$ cat src/rtl/axi_lite_decoder_pkg.sv
// soc_pkg: address map, AXI response codes and decoder FSM states.
// Shared by the AXI4-lite 1:2 decoder slice.
package soc_pkg;

  localparam logic [31:0] ADDR_MEM_BASE    = 32'h0000_0000;
  localparam logic [31:0] ADDR_MEM_SIZE    = 32'h0001_8000;
  localparam logic [31:0] ADDR_PERIPH_BASE = 32'h1000_0000;
  localparam logic [31:0] ADDR_PERIPH_SIZE = 32'h0000_1000;

  typedef enum logic [1:0] {
    OKAY   = 2'b00,
    SLVERR = 2'b10,
    DECERR = 2'b11
  } axi_resp_t;

  typedef enum logic [2:0] {
    R_IDLE, R_FWD, R_WAIT, R_RESP, R_ERR
  } rd_state_t;

  typedef enum logic [2:0] {
    W_IDLE, W_FWD, W_WAIT, W_RESP, W_ERR
  } wr_state_t;

  typedef struct packed {
    logic mem;
    logic periph;
    logic none;
  } sel_t;

  // 33-bit offset: below base wraps past 2^32, so it never hits
  function automatic logic in_region(
    input logic [31:0] a,
    input logic [31:0] base,
    input logic [31:0] size
  );
    logic [32:0] off;
    off = {1'b0, a} - {1'b0, base};
    return off < {1'b0, size};
  endfunction

endpackage

$ cat src/rtl/axi_lite_decoder_if.sv
// axi_interf: AXI4-lite bundle, 32-bit address and data.
// master drives requests, slave drives responses.
interface axi_interf;
  logic [31:0] awaddr;
  logic [2:0]  awprot;
  logic        awvalid;
  logic        awready;
  logic [31:0] wdata;
  logic [3:0]  wstrb;
  logic        wvalid;
  logic        wready;
  logic [1:0]  bresp;
  logic        bvalid;
  logic        bready;
  logic [31:0] araddr;
  logic [2:0]  arprot;
  logic        arvalid;
  logic        arready;
  logic [31:0] rdata;
  logic [1:0]  rresp;
  logic        rvalid;
  logic        rready;

  modport master (
    output awaddr, awprot, awvalid, input awready,
    output wdata, wstrb, wvalid, input wready,
    input bresp, bvalid, output bready,
    output araddr, arprot, arvalid, input arready,
    input rdata, rresp, rvalid, output rready
  );

  modport slave (
    input awaddr, awprot, awvalid, output awready,
    input wdata, wstrb, wvalid, output wready,
    output bresp, bvalid, input bready,
    input araddr, arprot, arvalid, output arready,
    output rdata, rresp, rvalid, input rready
  );
endinterface

$ cat src/rtl/axi_lite_decoder_addr_decode.sv
// axi_addr_decode: one-hot region select for a 32-bit address.
// Memory wins over peripheral if the regions ever overlap.
module axi_addr_decode
  import soc_pkg::*;
#(
  parameter logic [31:0] MEM_BASE    = ADDR_MEM_BASE,
  parameter logic [31:0] MEM_SIZE    = ADDR_MEM_SIZE,
  parameter logic [31:0] PERIPH_BASE = ADDR_PERIPH_BASE,
  parameter logic [31:0] PERIPH_SIZE = ADDR_PERIPH_SIZE
) (
  input  logic [31:0] i_addr,
  output sel_t        o_sel
);
  logic w_mem;
  logic w_per;

  assign w_mem = in_region(i_addr, MEM_BASE, MEM_SIZE);
  assign w_per = in_region(i_addr, PERIPH_BASE, PERIPH_SIZE);

  assign o_sel.mem    = w_mem;
  assign o_sel.periph = !w_mem && w_per;
  assign o_sel.none   = !w_mem && !w_per;
endmodule

$ cat src/rtl/axi_lite_decoder.sv
// axi_lite_decoder: registered AXI4-lite 1-master to 2-slave router.
// Unmapped addresses are answered locally with DECERR.
module axi_lite_decoder
  import soc_pkg::*;
#(
  parameter logic [31:0] MEM_BASE    = ADDR_MEM_BASE,
  parameter logic [31:0] MEM_SIZE    = ADDR_MEM_SIZE,
  parameter logic [31:0] PERIPH_BASE = ADDR_PERIPH_BASE,
  parameter logic [31:0] PERIPH_SIZE = ADDR_PERIPH_SIZE
) (
  input logic        clk,
  input logic        resetn,
  axi_interf.slave   s_axi,
  axi_interf.master  m_mem,
  axi_interf.master  m_periph
);
  rd_state_t   r_rst, w_rnxt;
  wr_state_t   r_wst, w_wnxt;
  sel_t        w_ar_sel, w_aw_sel;
  logic [31:0] r_araddr, r_awaddr, r_wdata, r_rdata;
  logic [3:0]  r_wstrb;
  logic [1:0]  r_rresp, r_bresp;
  logic        r_rmem, r_rper, r_wmem, r_wper;
  logic        r_aw_got, r_w_got, r_aw_pend, r_w_pend;
  logic        w_ar_hs, w_aw_hs, w_w_hs, w_wmapped;
  logic        w_m_arready, w_m_rvalid, w_m_awready;
  logic        w_m_wready, w_m_bvalid;
  logic [31:0] w_m_rdata;
  logic [1:0]  w_m_rresp, w_m_bresp;
  logic        w_unused;

  assign w_unused = ^{s_axi.awprot, s_axi.arprot};

  axi_addr_decode #(
    .MEM_BASE(MEM_BASE), .MEM_SIZE(MEM_SIZE),
    .PERIPH_BASE(PERIPH_BASE), .PERIPH_SIZE(PERIPH_SIZE)
  ) u_ar_dec (.i_addr(s_axi.araddr), .o_sel(w_ar_sel));

  axi_addr_decode #(
    .MEM_BASE(MEM_BASE), .MEM_SIZE(MEM_SIZE),
    .PERIPH_BASE(PERIPH_BASE), .PERIPH_SIZE(PERIPH_SIZE)
  ) u_aw_dec (.i_addr(s_axi.awaddr), .o_sel(w_aw_sel));

  assign w_ar_hs = s_axi.arvalid && (r_rst == R_IDLE);
  assign w_aw_hs = s_axi.awvalid && (r_wst == W_IDLE) && !r_aw_got;
  assign w_w_hs  = s_axi.wvalid && (r_wst == W_IDLE) && !r_w_got;
  assign w_wmapped = w_aw_hs ? !w_aw_sel.none : (r_wmem || r_wper);

  assign w_m_arready = r_rmem ? m_mem.arready : m_periph.arready;
  assign w_m_rvalid  = r_rmem ? m_mem.rvalid  : m_periph.rvalid;
  assign w_m_rdata   = r_rmem ? m_mem.rdata   : m_periph.rdata;
  assign w_m_rresp   = r_rmem ? m_mem.rresp   : m_periph.rresp;
  assign w_m_awready = r_wmem ? m_mem.awready : m_periph.awready;
  assign w_m_wready  = r_wmem ? m_mem.wready  : m_periph.wready;
  assign w_m_bvalid  = r_wmem ? m_mem.bvalid  : m_periph.bvalid;
  assign w_m_bresp   = r_wmem ? m_mem.bresp   : m_periph.bresp;

  // read FSM state register
  always_ff @(posedge clk or negedge resetn) begin
    if (!resetn) r_rst <= R_IDLE;
    else         r_rst <= w_rnxt;
  end

  // read FSM next state
  always_comb begin
    w_rnxt = r_rst;
    case (r_rst)
      R_IDLE: if (w_ar_hs) w_rnxt = w_ar_sel.none ? R_ERR : R_FWD;
      R_FWD:  if (w_m_arready) w_rnxt = R_WAIT;
      R_WAIT: if (w_m_rvalid) w_rnxt = R_RESP;
      R_RESP, R_ERR: if (s_axi.rready) w_rnxt = R_IDLE;
      default: w_rnxt = R_IDLE;
    endcase
  end

  // read datapath: latch request, then the response to relay
  always_ff @(posedge clk or negedge resetn) begin
    if (!resetn) begin
      r_araddr <= '0;
      r_rmem   <= 1'b0;
      r_rper   <= 1'b0;
      r_rdata  <= '0;
      r_rresp  <= '0;
    end else if (w_ar_hs) begin
      r_araddr <= s_axi.araddr;
      r_rmem   <= w_ar_sel.mem;
      r_rper   <= w_ar_sel.periph;
      if (w_ar_sel.none) begin
        r_rdata <= '0;
        r_rresp <= DECERR;
      end
    end else if (r_rst == R_WAIT && w_m_rvalid) begin
      r_rdata <= w_m_rdata;
      r_rresp <= w_m_rresp;
    end
  end

  // write FSM state register
  always_ff @(posedge clk or negedge resetn) begin
    if (!resetn) r_wst <= W_IDLE;
    else         r_wst <= w_wnxt;
  end

  // write FSM next state
  always_comb begin
    w_wnxt = r_wst;
    case (r_wst)
      W_IDLE:
        if ((r_aw_got || w_aw_hs) && (r_w_got || w_w_hs))
          w_wnxt = w_wmapped ? W_FWD : W_ERR;
      W_FWD:
        if ((!r_aw_pend || w_m_awready) && (!r_w_pend || w_m_wready))
          w_wnxt = W_WAIT;
      W_WAIT: if (w_m_bvalid) w_wnxt = W_RESP;
      W_RESP, W_ERR: if (s_axi.bready) w_wnxt = W_IDLE;
      default: w_wnxt = W_IDLE;
    endcase
  end

  // write datapath: collect AW/W beats, track downstream handshakes
  always_ff @(posedge clk or negedge resetn) begin
    if (!resetn) begin
      r_awaddr  <= '0;
      r_wdata   <= '0;
      r_wstrb   <= '0;
      r_wmem    <= 1'b0;
      r_wper    <= 1'b0;
      r_aw_got  <= 1'b0;
      r_w_got   <= 1'b0;
      r_aw_pend <= 1'b0;
      r_w_pend  <= 1'b0;
      r_bresp   <= '0;
    end else begin
      if (w_aw_hs) begin
        r_awaddr <= s_axi.awaddr;
        r_wmem   <= w_aw_sel.mem;
        r_wper   <= w_aw_sel.periph;
        r_aw_got <= 1'b1;
      end
      if (w_w_hs) begin
        r_wdata <= s_axi.wdata;
        r_wstrb <= s_axi.wstrb;
        r_w_got <= 1'b1;
      end
      if (r_wst == W_FWD) begin
        if (w_m_awready) r_aw_pend <= 1'b0;
        if (w_m_wready)  r_w_pend  <= 1'b0;
      end
      if (r_wst == W_WAIT && w_m_bvalid) r_bresp <= w_m_bresp;
      if (r_wst == W_IDLE && w_wnxt != W_IDLE) begin
        r_aw_got  <= 1'b0;
        r_w_got   <= 1'b0;
        r_aw_pend <= 1'b1;
        r_w_pend  <= 1'b1;
        if (w_wnxt == W_ERR) r_bresp <= DECERR;
      end
    end
  end

  assign s_axi.arready = (r_rst == R_IDLE);
  assign s_axi.rvalid  = (r_rst == R_RESP) || (r_rst == R_ERR);
  assign s_axi.rdata   = r_rdata;
  assign s_axi.rresp   = r_rresp;
  assign s_axi.awready = (r_wst == W_IDLE) && !r_aw_got;
  assign s_axi.wready  = (r_wst == W_IDLE) && !r_w_got;
  assign s_axi.bvalid  = (r_wst == W_RESP) || (r_wst == W_ERR);
  assign s_axi.bresp   = r_bresp;

  assign m_mem.araddr  = r_araddr;
  assign m_mem.arprot  = 3'b000;
  assign m_mem.arvalid = (r_rst == R_FWD) && r_rmem;
  assign m_mem.rready  = (r_rst == R_WAIT) && r_rmem;
  assign m_mem.awaddr  = r_awaddr;
  assign m_mem.awprot  = 3'b000;
  assign m_mem.awvalid = (r_wst == W_FWD) && r_aw_pend && r_wmem;
  assign m_mem.wdata   = r_wdata;
  assign m_mem.wstrb   = r_wstrb;
  assign m_mem.wvalid  = (r_wst == W_FWD) && r_w_pend && r_wmem;
  assign m_mem.bready  = (r_wst == W_WAIT) && r_wmem;

  assign m_periph.araddr  = r_araddr;
  assign m_periph.arprot  = 3'b000;
  assign m_periph.arvalid = (r_rst == R_FWD) && r_rper;
  assign m_periph.rready  = (r_rst == R_WAIT) && r_rper;
  assign m_periph.awaddr  = r_awaddr;
  assign m_periph.awprot  = 3'b000;
  assign m_periph.awvalid = (r_wst == W_FWD) && r_aw_pend && r_wper;
  assign m_periph.wdata   = r_wdata;
  assign m_periph.wstrb   = r_wstrb;
  assign m_periph.wvalid  = (r_wst == W_FWD) && r_w_pend && r_wper;
  assign m_periph.bready  = (r_wst == W_WAIT) && r_wper;
endmodule

$ cat src/flat_wrapper.sv
// flat-port wrapper written by rule: the top's interface ports become plain ports
module axi_lite_decoder_flat import soc_pkg::*;
#(
  parameter logic [31:0] MEM_BASE    = ADDR_MEM_BASE,
  parameter logic [31:0] MEM_SIZE    = ADDR_MEM_SIZE,
  parameter logic [31:0] PERIPH_BASE = ADDR_PERIPH_BASE,
  parameter logic [31:0] PERIPH_SIZE = ADDR_PERIPH_SIZE
)
  (clk, resetn, s_axi_awaddr, s_axi_awprot, s_axi_awvalid, s_axi_awready, s_axi_wdata, s_axi_wstrb, s_axi_wvalid, s_axi_wready, s_axi_bresp, s_axi_bvalid, s_axi_bready, s_axi_araddr, s_axi_arprot, s_axi_arvalid, s_axi_arready, s_axi_rdata, s_axi_rresp, s_axi_rvalid, s_axi_rready, m_mem_awaddr, m_mem_awprot, m_mem_awvalid, m_mem_awready, m_mem_wdata, m_mem_wstrb, m_mem_wvalid, m_mem_wready, m_mem_bresp, m_mem_bvalid, m_mem_bready, m_mem_araddr, m_mem_arprot, m_mem_arvalid, m_mem_arready, m_mem_rdata, m_mem_rresp, m_mem_rvalid, m_mem_rready, m_periph_awaddr, m_periph_awprot, m_periph_awvalid, m_periph_awready, m_periph_wdata, m_periph_wstrb, m_periph_wvalid, m_periph_wready, m_periph_bresp, m_periph_bvalid, m_periph_bready, m_periph_araddr, m_periph_arprot, m_periph_arvalid, m_periph_arready, m_periph_rdata, m_periph_rresp, m_periph_rvalid, m_periph_rready);
  axi_interf s_axi_i ();
  axi_interf m_mem_i ();
  axi_interf m_periph_i ();
  input logic clk;
  input logic resetn;
  input wire logic [$bits(s_axi_i.awaddr)-1:0] s_axi_awaddr;
  input wire logic [$bits(s_axi_i.awprot)-1:0] s_axi_awprot;
  input wire logic [$bits(s_axi_i.awvalid)-1:0] s_axi_awvalid;
  output wire logic [$bits(s_axi_i.awready)-1:0] s_axi_awready;
  input wire logic [$bits(s_axi_i.wdata)-1:0] s_axi_wdata;
  input wire logic [$bits(s_axi_i.wstrb)-1:0] s_axi_wstrb;
  input wire logic [$bits(s_axi_i.wvalid)-1:0] s_axi_wvalid;
  output wire logic [$bits(s_axi_i.wready)-1:0] s_axi_wready;
  output wire logic [$bits(s_axi_i.bresp)-1:0] s_axi_bresp;
  output wire logic [$bits(s_axi_i.bvalid)-1:0] s_axi_bvalid;
  input wire logic [$bits(s_axi_i.bready)-1:0] s_axi_bready;
  input wire logic [$bits(s_axi_i.araddr)-1:0] s_axi_araddr;
  input wire logic [$bits(s_axi_i.arprot)-1:0] s_axi_arprot;
  input wire logic [$bits(s_axi_i.arvalid)-1:0] s_axi_arvalid;
  output wire logic [$bits(s_axi_i.arready)-1:0] s_axi_arready;
  output wire logic [$bits(s_axi_i.rdata)-1:0] s_axi_rdata;
  output wire logic [$bits(s_axi_i.rresp)-1:0] s_axi_rresp;
  output wire logic [$bits(s_axi_i.rvalid)-1:0] s_axi_rvalid;
  input wire logic [$bits(s_axi_i.rready)-1:0] s_axi_rready;
  output wire logic [$bits(m_mem_i.awaddr)-1:0] m_mem_awaddr;
  output wire logic [$bits(m_mem_i.awprot)-1:0] m_mem_awprot;
  output wire logic [$bits(m_mem_i.awvalid)-1:0] m_mem_awvalid;
  input wire logic [$bits(m_mem_i.awready)-1:0] m_mem_awready;
  output wire logic [$bits(m_mem_i.wdata)-1:0] m_mem_wdata;
  output wire logic [$bits(m_mem_i.wstrb)-1:0] m_mem_wstrb;
  output wire logic [$bits(m_mem_i.wvalid)-1:0] m_mem_wvalid;
  input wire logic [$bits(m_mem_i.wready)-1:0] m_mem_wready;
  input wire logic [$bits(m_mem_i.bresp)-1:0] m_mem_bresp;
  input wire logic [$bits(m_mem_i.bvalid)-1:0] m_mem_bvalid;
  output wire logic [$bits(m_mem_i.bready)-1:0] m_mem_bready;
  output wire logic [$bits(m_mem_i.araddr)-1:0] m_mem_araddr;
  output wire logic [$bits(m_mem_i.arprot)-1:0] m_mem_arprot;
  output wire logic [$bits(m_mem_i.arvalid)-1:0] m_mem_arvalid;
  input wire logic [$bits(m_mem_i.arready)-1:0] m_mem_arready;
  input wire logic [$bits(m_mem_i.rdata)-1:0] m_mem_rdata;
  input wire logic [$bits(m_mem_i.rresp)-1:0] m_mem_rresp;
  input wire logic [$bits(m_mem_i.rvalid)-1:0] m_mem_rvalid;
  output wire logic [$bits(m_mem_i.rready)-1:0] m_mem_rready;
  output wire logic [$bits(m_periph_i.awaddr)-1:0] m_periph_awaddr;
  output wire logic [$bits(m_periph_i.awprot)-1:0] m_periph_awprot;
  output wire logic [$bits(m_periph_i.awvalid)-1:0] m_periph_awvalid;
  input wire logic [$bits(m_periph_i.awready)-1:0] m_periph_awready;
  output wire logic [$bits(m_periph_i.wdata)-1:0] m_periph_wdata;
  output wire logic [$bits(m_periph_i.wstrb)-1:0] m_periph_wstrb;
  output wire logic [$bits(m_periph_i.wvalid)-1:0] m_periph_wvalid;
  input wire logic [$bits(m_periph_i.wready)-1:0] m_periph_wready;
  input wire logic [$bits(m_periph_i.bresp)-1:0] m_periph_bresp;
  input wire logic [$bits(m_periph_i.bvalid)-1:0] m_periph_bvalid;
  output wire logic [$bits(m_periph_i.bready)-1:0] m_periph_bready;
  output wire logic [$bits(m_periph_i.araddr)-1:0] m_periph_araddr;
  output wire logic [$bits(m_periph_i.arprot)-1:0] m_periph_arprot;
  output wire logic [$bits(m_periph_i.arvalid)-1:0] m_periph_arvalid;
  input wire logic [$bits(m_periph_i.arready)-1:0] m_periph_arready;
  input wire logic [$bits(m_periph_i.rdata)-1:0] m_periph_rdata;
  input wire logic [$bits(m_periph_i.rresp)-1:0] m_periph_rresp;
  input wire logic [$bits(m_periph_i.rvalid)-1:0] m_periph_rvalid;
  output wire logic [$bits(m_periph_i.rready)-1:0] m_periph_rready;
  assign s_axi_i.awaddr = s_axi_awaddr;
  assign s_axi_i.awprot = s_axi_awprot;
  assign s_axi_i.awvalid = s_axi_awvalid;
  assign s_axi_awready = s_axi_i.awready;
  assign s_axi_i.wdata = s_axi_wdata;
  assign s_axi_i.wstrb = s_axi_wstrb;
  assign s_axi_i.wvalid = s_axi_wvalid;
  assign s_axi_wready = s_axi_i.wready;
  assign s_axi_bresp = s_axi_i.bresp;
  assign s_axi_bvalid = s_axi_i.bvalid;
  assign s_axi_i.bready = s_axi_bready;
  assign s_axi_i.araddr = s_axi_araddr;
  assign s_axi_i.arprot = s_axi_arprot;
  assign s_axi_i.arvalid = s_axi_arvalid;
  assign s_axi_arready = s_axi_i.arready;
  assign s_axi_rdata = s_axi_i.rdata;
  assign s_axi_rresp = s_axi_i.rresp;
  assign s_axi_rvalid = s_axi_i.rvalid;
  assign s_axi_i.rready = s_axi_rready;
  assign m_mem_awaddr = m_mem_i.awaddr;
  assign m_mem_awprot = m_mem_i.awprot;
  assign m_mem_awvalid = m_mem_i.awvalid;
  assign m_mem_i.awready = m_mem_awready;
  assign m_mem_wdata = m_mem_i.wdata;
  assign m_mem_wstrb = m_mem_i.wstrb;
  assign m_mem_wvalid = m_mem_i.wvalid;
  assign m_mem_i.wready = m_mem_wready;
  assign m_mem_i.bresp = m_mem_bresp;
  assign m_mem_i.bvalid = m_mem_bvalid;
  assign m_mem_bready = m_mem_i.bready;
  assign m_mem_araddr = m_mem_i.araddr;
  assign m_mem_arprot = m_mem_i.arprot;
  assign m_mem_arvalid = m_mem_i.arvalid;
  assign m_mem_i.arready = m_mem_arready;
  assign m_mem_i.rdata = m_mem_rdata;
  assign m_mem_i.rresp = m_mem_rresp;
  assign m_mem_i.rvalid = m_mem_rvalid;
  assign m_mem_rready = m_mem_i.rready;
  assign m_periph_awaddr = m_periph_i.awaddr;
  assign m_periph_awprot = m_periph_i.awprot;
  assign m_periph_awvalid = m_periph_i.awvalid;
  assign m_periph_i.awready = m_periph_awready;
  assign m_periph_wdata = m_periph_i.wdata;
  assign m_periph_wstrb = m_periph_i.wstrb;
  assign m_periph_wvalid = m_periph_i.wvalid;
  assign m_periph_i.wready = m_periph_wready;
  assign m_periph_i.bresp = m_periph_bresp;
  assign m_periph_i.bvalid = m_periph_bvalid;
  assign m_periph_bready = m_periph_i.bready;
  assign m_periph_araddr = m_periph_i.araddr;
  assign m_periph_arprot = m_periph_i.arprot;
  assign m_periph_arvalid = m_periph_i.arvalid;
  assign m_periph_i.arready = m_periph_arready;
  assign m_periph_i.rdata = m_periph_rdata;
  assign m_periph_i.rresp = m_periph_rresp;
  assign m_periph_i.rvalid = m_periph_rvalid;
  assign m_periph_rready = m_periph_i.rready;
  axi_lite_decoder #(.MEM_BASE(MEM_BASE), .MEM_SIZE(MEM_SIZE), .PERIPH_BASE(PERIPH_BASE), .PERIPH_SIZE(PERIPH_SIZE)) u_core (.clk(clk), .resetn(resetn), .s_axi(s_axi_i), .m_mem(m_mem_i), .m_periph(m_periph_i));
endmodule
$ cat config.mk
export PLATFORM = sky130hd
export DESIGN_NAME = axi_lite_decoder_flat
export DESIGN_NICKNAME = d
export VERILOG_FILES = /design/src/rtl/axi_lite_decoder_pkg.sv /design/src/rtl/axi_lite_decoder_if.sv /design/src/rtl/axi_lite_decoder_addr_decode.sv /design/src/rtl/axi_lite_decoder.sv /design/src/flat_wrapper.sv
export SDC_FILE = /design/constraint.sdc
export NUM_CORES = 1
export LEC_CHECK = 0
export ABC_AREA = 0
export ABC_CLOCK_PERIOD_IN_PS = 1960
export CAP_MARGIN = 20
export CELL_PAD_IN_SITES_DETAIL_PLACEMENT = 1
export CELL_PAD_IN_SITES_GLOBAL_PLACEMENT = 2
export CORE_ASPECT_RATIO = 0.9
export CORE_UTILIZATION = 21
export CTS_CLUSTER_SIZE = 16
export DETAILED_ROUTE_END_ITERATION = 12
export PLACE_DENSITY = 0.8
export SYNTH_ARGS = -nofsm -noshare
export SYNTH_HDL_FRONTEND = slang
export SYNTH_SLANG_ARGS = --single-unit
export TNS_END_PERCENT = 1
$ cat constraint.sdc
create_clock -name clk -period 1.96 [get_ports clk]
set_clock_uncertainty 0.1 [all_clocks]
set_input_delay 0.392 -clock clk [delete_from_list [all_inputs] [get_ports clk]]
set_output_delay 0.392 -clock clk [all_outputs]
set_load 0.05 [all_outputs]
==> out/metrics.yaml <==
status: "finished with violations"
violations: "setup timing"
clock-sinks: 150
synth_fa_ha_area_share_pct: 0.657
pwr-share-seq_pct: 21.9
power.internal_mw: 12.1
syn_inst: 691
synth_top_area_share_pct: 49.2
gp_congestion: 0.750
path_class: "register to primary output"
combPwrFrac_pct: 65.6
p_clk_share_pct: 12.5
syn_to_final_growth_pct: 66.4
drtPass1Iterations: 4
start_util_pct: 21.5
portBuffers: 439
ys_ff_latch: 150
drive_gt1_share_pct: 44.3
hold_start: "s_axi_araddr[23]"
grt_pass1_wl_mm: 39.8
critPathMaxFanout: 3
track_usage_pct: 14.1
grt_pass1_vias: 6803
dieArea_sq_um: 37100
period_minus_slack_ns: 2.04
drv_cap: 0
synthSimpleGateAreaFrac_pct: 13.1
die_y_um: 183
htreeDepth: 4
via_per_inst: 4.13
root_buffer: "clkbuf_16"
power.switching_mw: 14.5
synth_top_area_cell: "dfrtp_1"
setup-violations-final: 11
ys_types: 47
arrival_ns: 1.55
core_area_sq_um: 35400
num_io_pins: 458
clock.fmax_mhz: 490
regToRegStartpoint: "u_core.r_wst[0]"
min_period_over_period_pct: 104
tritoncts: "done"
final.setup.tns_ns: -0.515
totalWireLength_mm: 26.7
synth-warning-count: 0
slew_violations: 0
hold_path.class: "primary input to register"
crit_required_ns: 1.47
final_util_pct: 35.8
crit_path_end_kind: "primary output"
ir_drop_uv: 1130
sw_frac_of_total_pct: 54.6
synth_area_sq_um: 7620
synthMuxAreaShare_pct: 17.4
std_cell_rows: 65
rsz0062_at_grt: "yes"
hold_ws_ns: 0.172
power_density_nw_per_um2: 2100
grt_overflow: 0
setup_ws_ns: -0.0795
numCtsBuffers: 17
pre_cts_slack_ns: -0.585
synth_top_family_by_area: "multiplexers"
r2r_setup_slack_ns: 0
nNetsFinal: 1284
synth_compound_area_share_pct: 5.15
routedWlPerCell_um: 17.1
synth-xor-area-share_pct: 0.115
antenna_cells: 0
critPathLaunch: "u_core.r_wst[0]"
worstSkewPairLatency_ns: 0.43
drtIter0Drc: 212
finalPower_mw: 26.6
netlist_top_cells_area: "dfrtp_1 (49%), buf_4 (11%), nand2_1 (6.9%)"
ys_seq_area_share_pct: 49.2
antenna_found_initial: 0
avgSynthCellArea_sq_um: 11.0
clockBufferDepth: 2
routed-via-count: 6477
drc: 0
leakagePower_nw: 5.89
hold_violations: 0
clkTransAtPathRegs_ns: 0.07
die_w_um: 203
hpwl_mm: 20.7
drtAntennaViolNets: 0
grt_max_degree: 43
critPathLaunchType: "register"
-- placed cells by master (no fill, tap or decap), types with 17 or more instances in the layout --
cell,instances
buf_12,25
mux2i_1,40
mux2_4,30
clkbuf_16,17
nand2_1,140
clkdlybuf4s50_1,181
buf_4,293
mux2_2,42
o22ai_1,23
dfrtp_1,146
-- cells in the mapped netlist (all sizes together) --
cell type and count:
o22a 1, or3 2, nor2b 3, clkbuf 14, dfrtp 150, a211oi 1, nand2b 3, xnor2 1
a31oi 1, nand3b 3, and3 4, nand4 2, ha 4, nor3 7, nor2 15, nor4b 6
o2bb2ai 1, a21oi 5, mux2i 40, nor3b 3, mux2 72, buf 135, and2 8, inv 7
a22oi 1, nand2 142, o31ai 2, conb 1, o21ai 10, o22ai 32, nand3 5, a31o 2
a211o 4, nor4 4
-- what timing repair did --
action,CTS,global route
gates resized for setup,29,35
setup endpoints to repair,50,55
hold endpoints to repair,34,0
pin swaps,8,8
buffers inserted,6,3
hold buffers,1,0
-- worst paths after layout --
path,end,cells past startpoint
max,s_axi_wready,3
min,u_core.m_mem.araddr[23],3
max reg2reg,u_core.r_wst[2],6
min reg2reg,u_core.s_axi.rresp[0],1
max in group asynchronous,u_core.m_mem.awaddr[12],3
min in group asynchronous,u_core.m_mem.wdata[27],2
-- power groups by stage --
stage          clock network (mW)  registers [mW]  logic (mW)
6_report                     3.33            5.83        17.5
5_1_grt                      3.58            6.04        18.2
4_1_cts                      3.47            5.87        17.5
3_5_place_dp                    0            5.89        17.2
3_3_place_gp                    0            5.83        17.0
2_1_floorplan                   0            10.0        8.58
-- layer usage --
metal  vias up  global-route usage, %  part of all wire [%]  wire, um
met5         -                      0                     0         0
met3        15                   4.57                   7.5      2010
li1       3000                      -                     -         -
met2       274                   26.0                    53     14200
met1      3188                   15.6                    39     10300
met4         0                   3.34                  0.85       226
-- registers in the layout, summed over array words and instances, names as in the netlist --
signal               count
u_core.m_mem.araddr     32
u_core.m_mem.awaddr     32
u_core.m_mem.wdata      32
u_core.m_mem.wstrb       4
u_core.r_aw_got          1
u_core.r_aw_pend         1
u_core.r_rmem            1
u_core.r_rper            1
u_core.r_rst             3
u_core.r_w_got           1
u_core.r_w_pend          1
u_core.r_wmem            1
u_core.r_wper            1
u_core.r_wst             3
u_core.s_axi.bresp       2
u_core.s_axi.rdata      32
u_core.s_axi.rresp       2
-- worst max-delay path, cell delays in order (launching register included) --
cell	delay (ns)
dfrtp_1	0.39
or3_4	0.45
nor2_8	0.14
buf_12	0.14
-- layout make-up --
| class | count | area [sq um] |
|---|---|---|
| Clock buffer | 18 | 439 |
| Clock inverter | 14 | 140 |
| Fill cell | 3969 | 22700 |
| Inverter | 7 | 26.3 |
| Multi-Input combinational cell | 396 | 3060 |
| Sequential cell | 150 | 3760 |
| Tap cell | 469 | 587 |
| Timing Repair Buffer | 513 | 4680 |
-- kinds of logic after synthesis --
logic type      after synthesis
simple gates                207
buf+inv                     156
flops                       150
mux                         112
compound gates               60
fa+ha+maj                     4
other cells                   1
xor+xnor                      1
-- per-stage QoR --
step	instance area [sq um]	instances
final	12700	1567
after global routing	12700	1567
after CTS	12500	1564
after detailed placement	11700	1525
after global placement	11700	1525
after floorplan	7670	702
(Power assumes the default switching activity.)
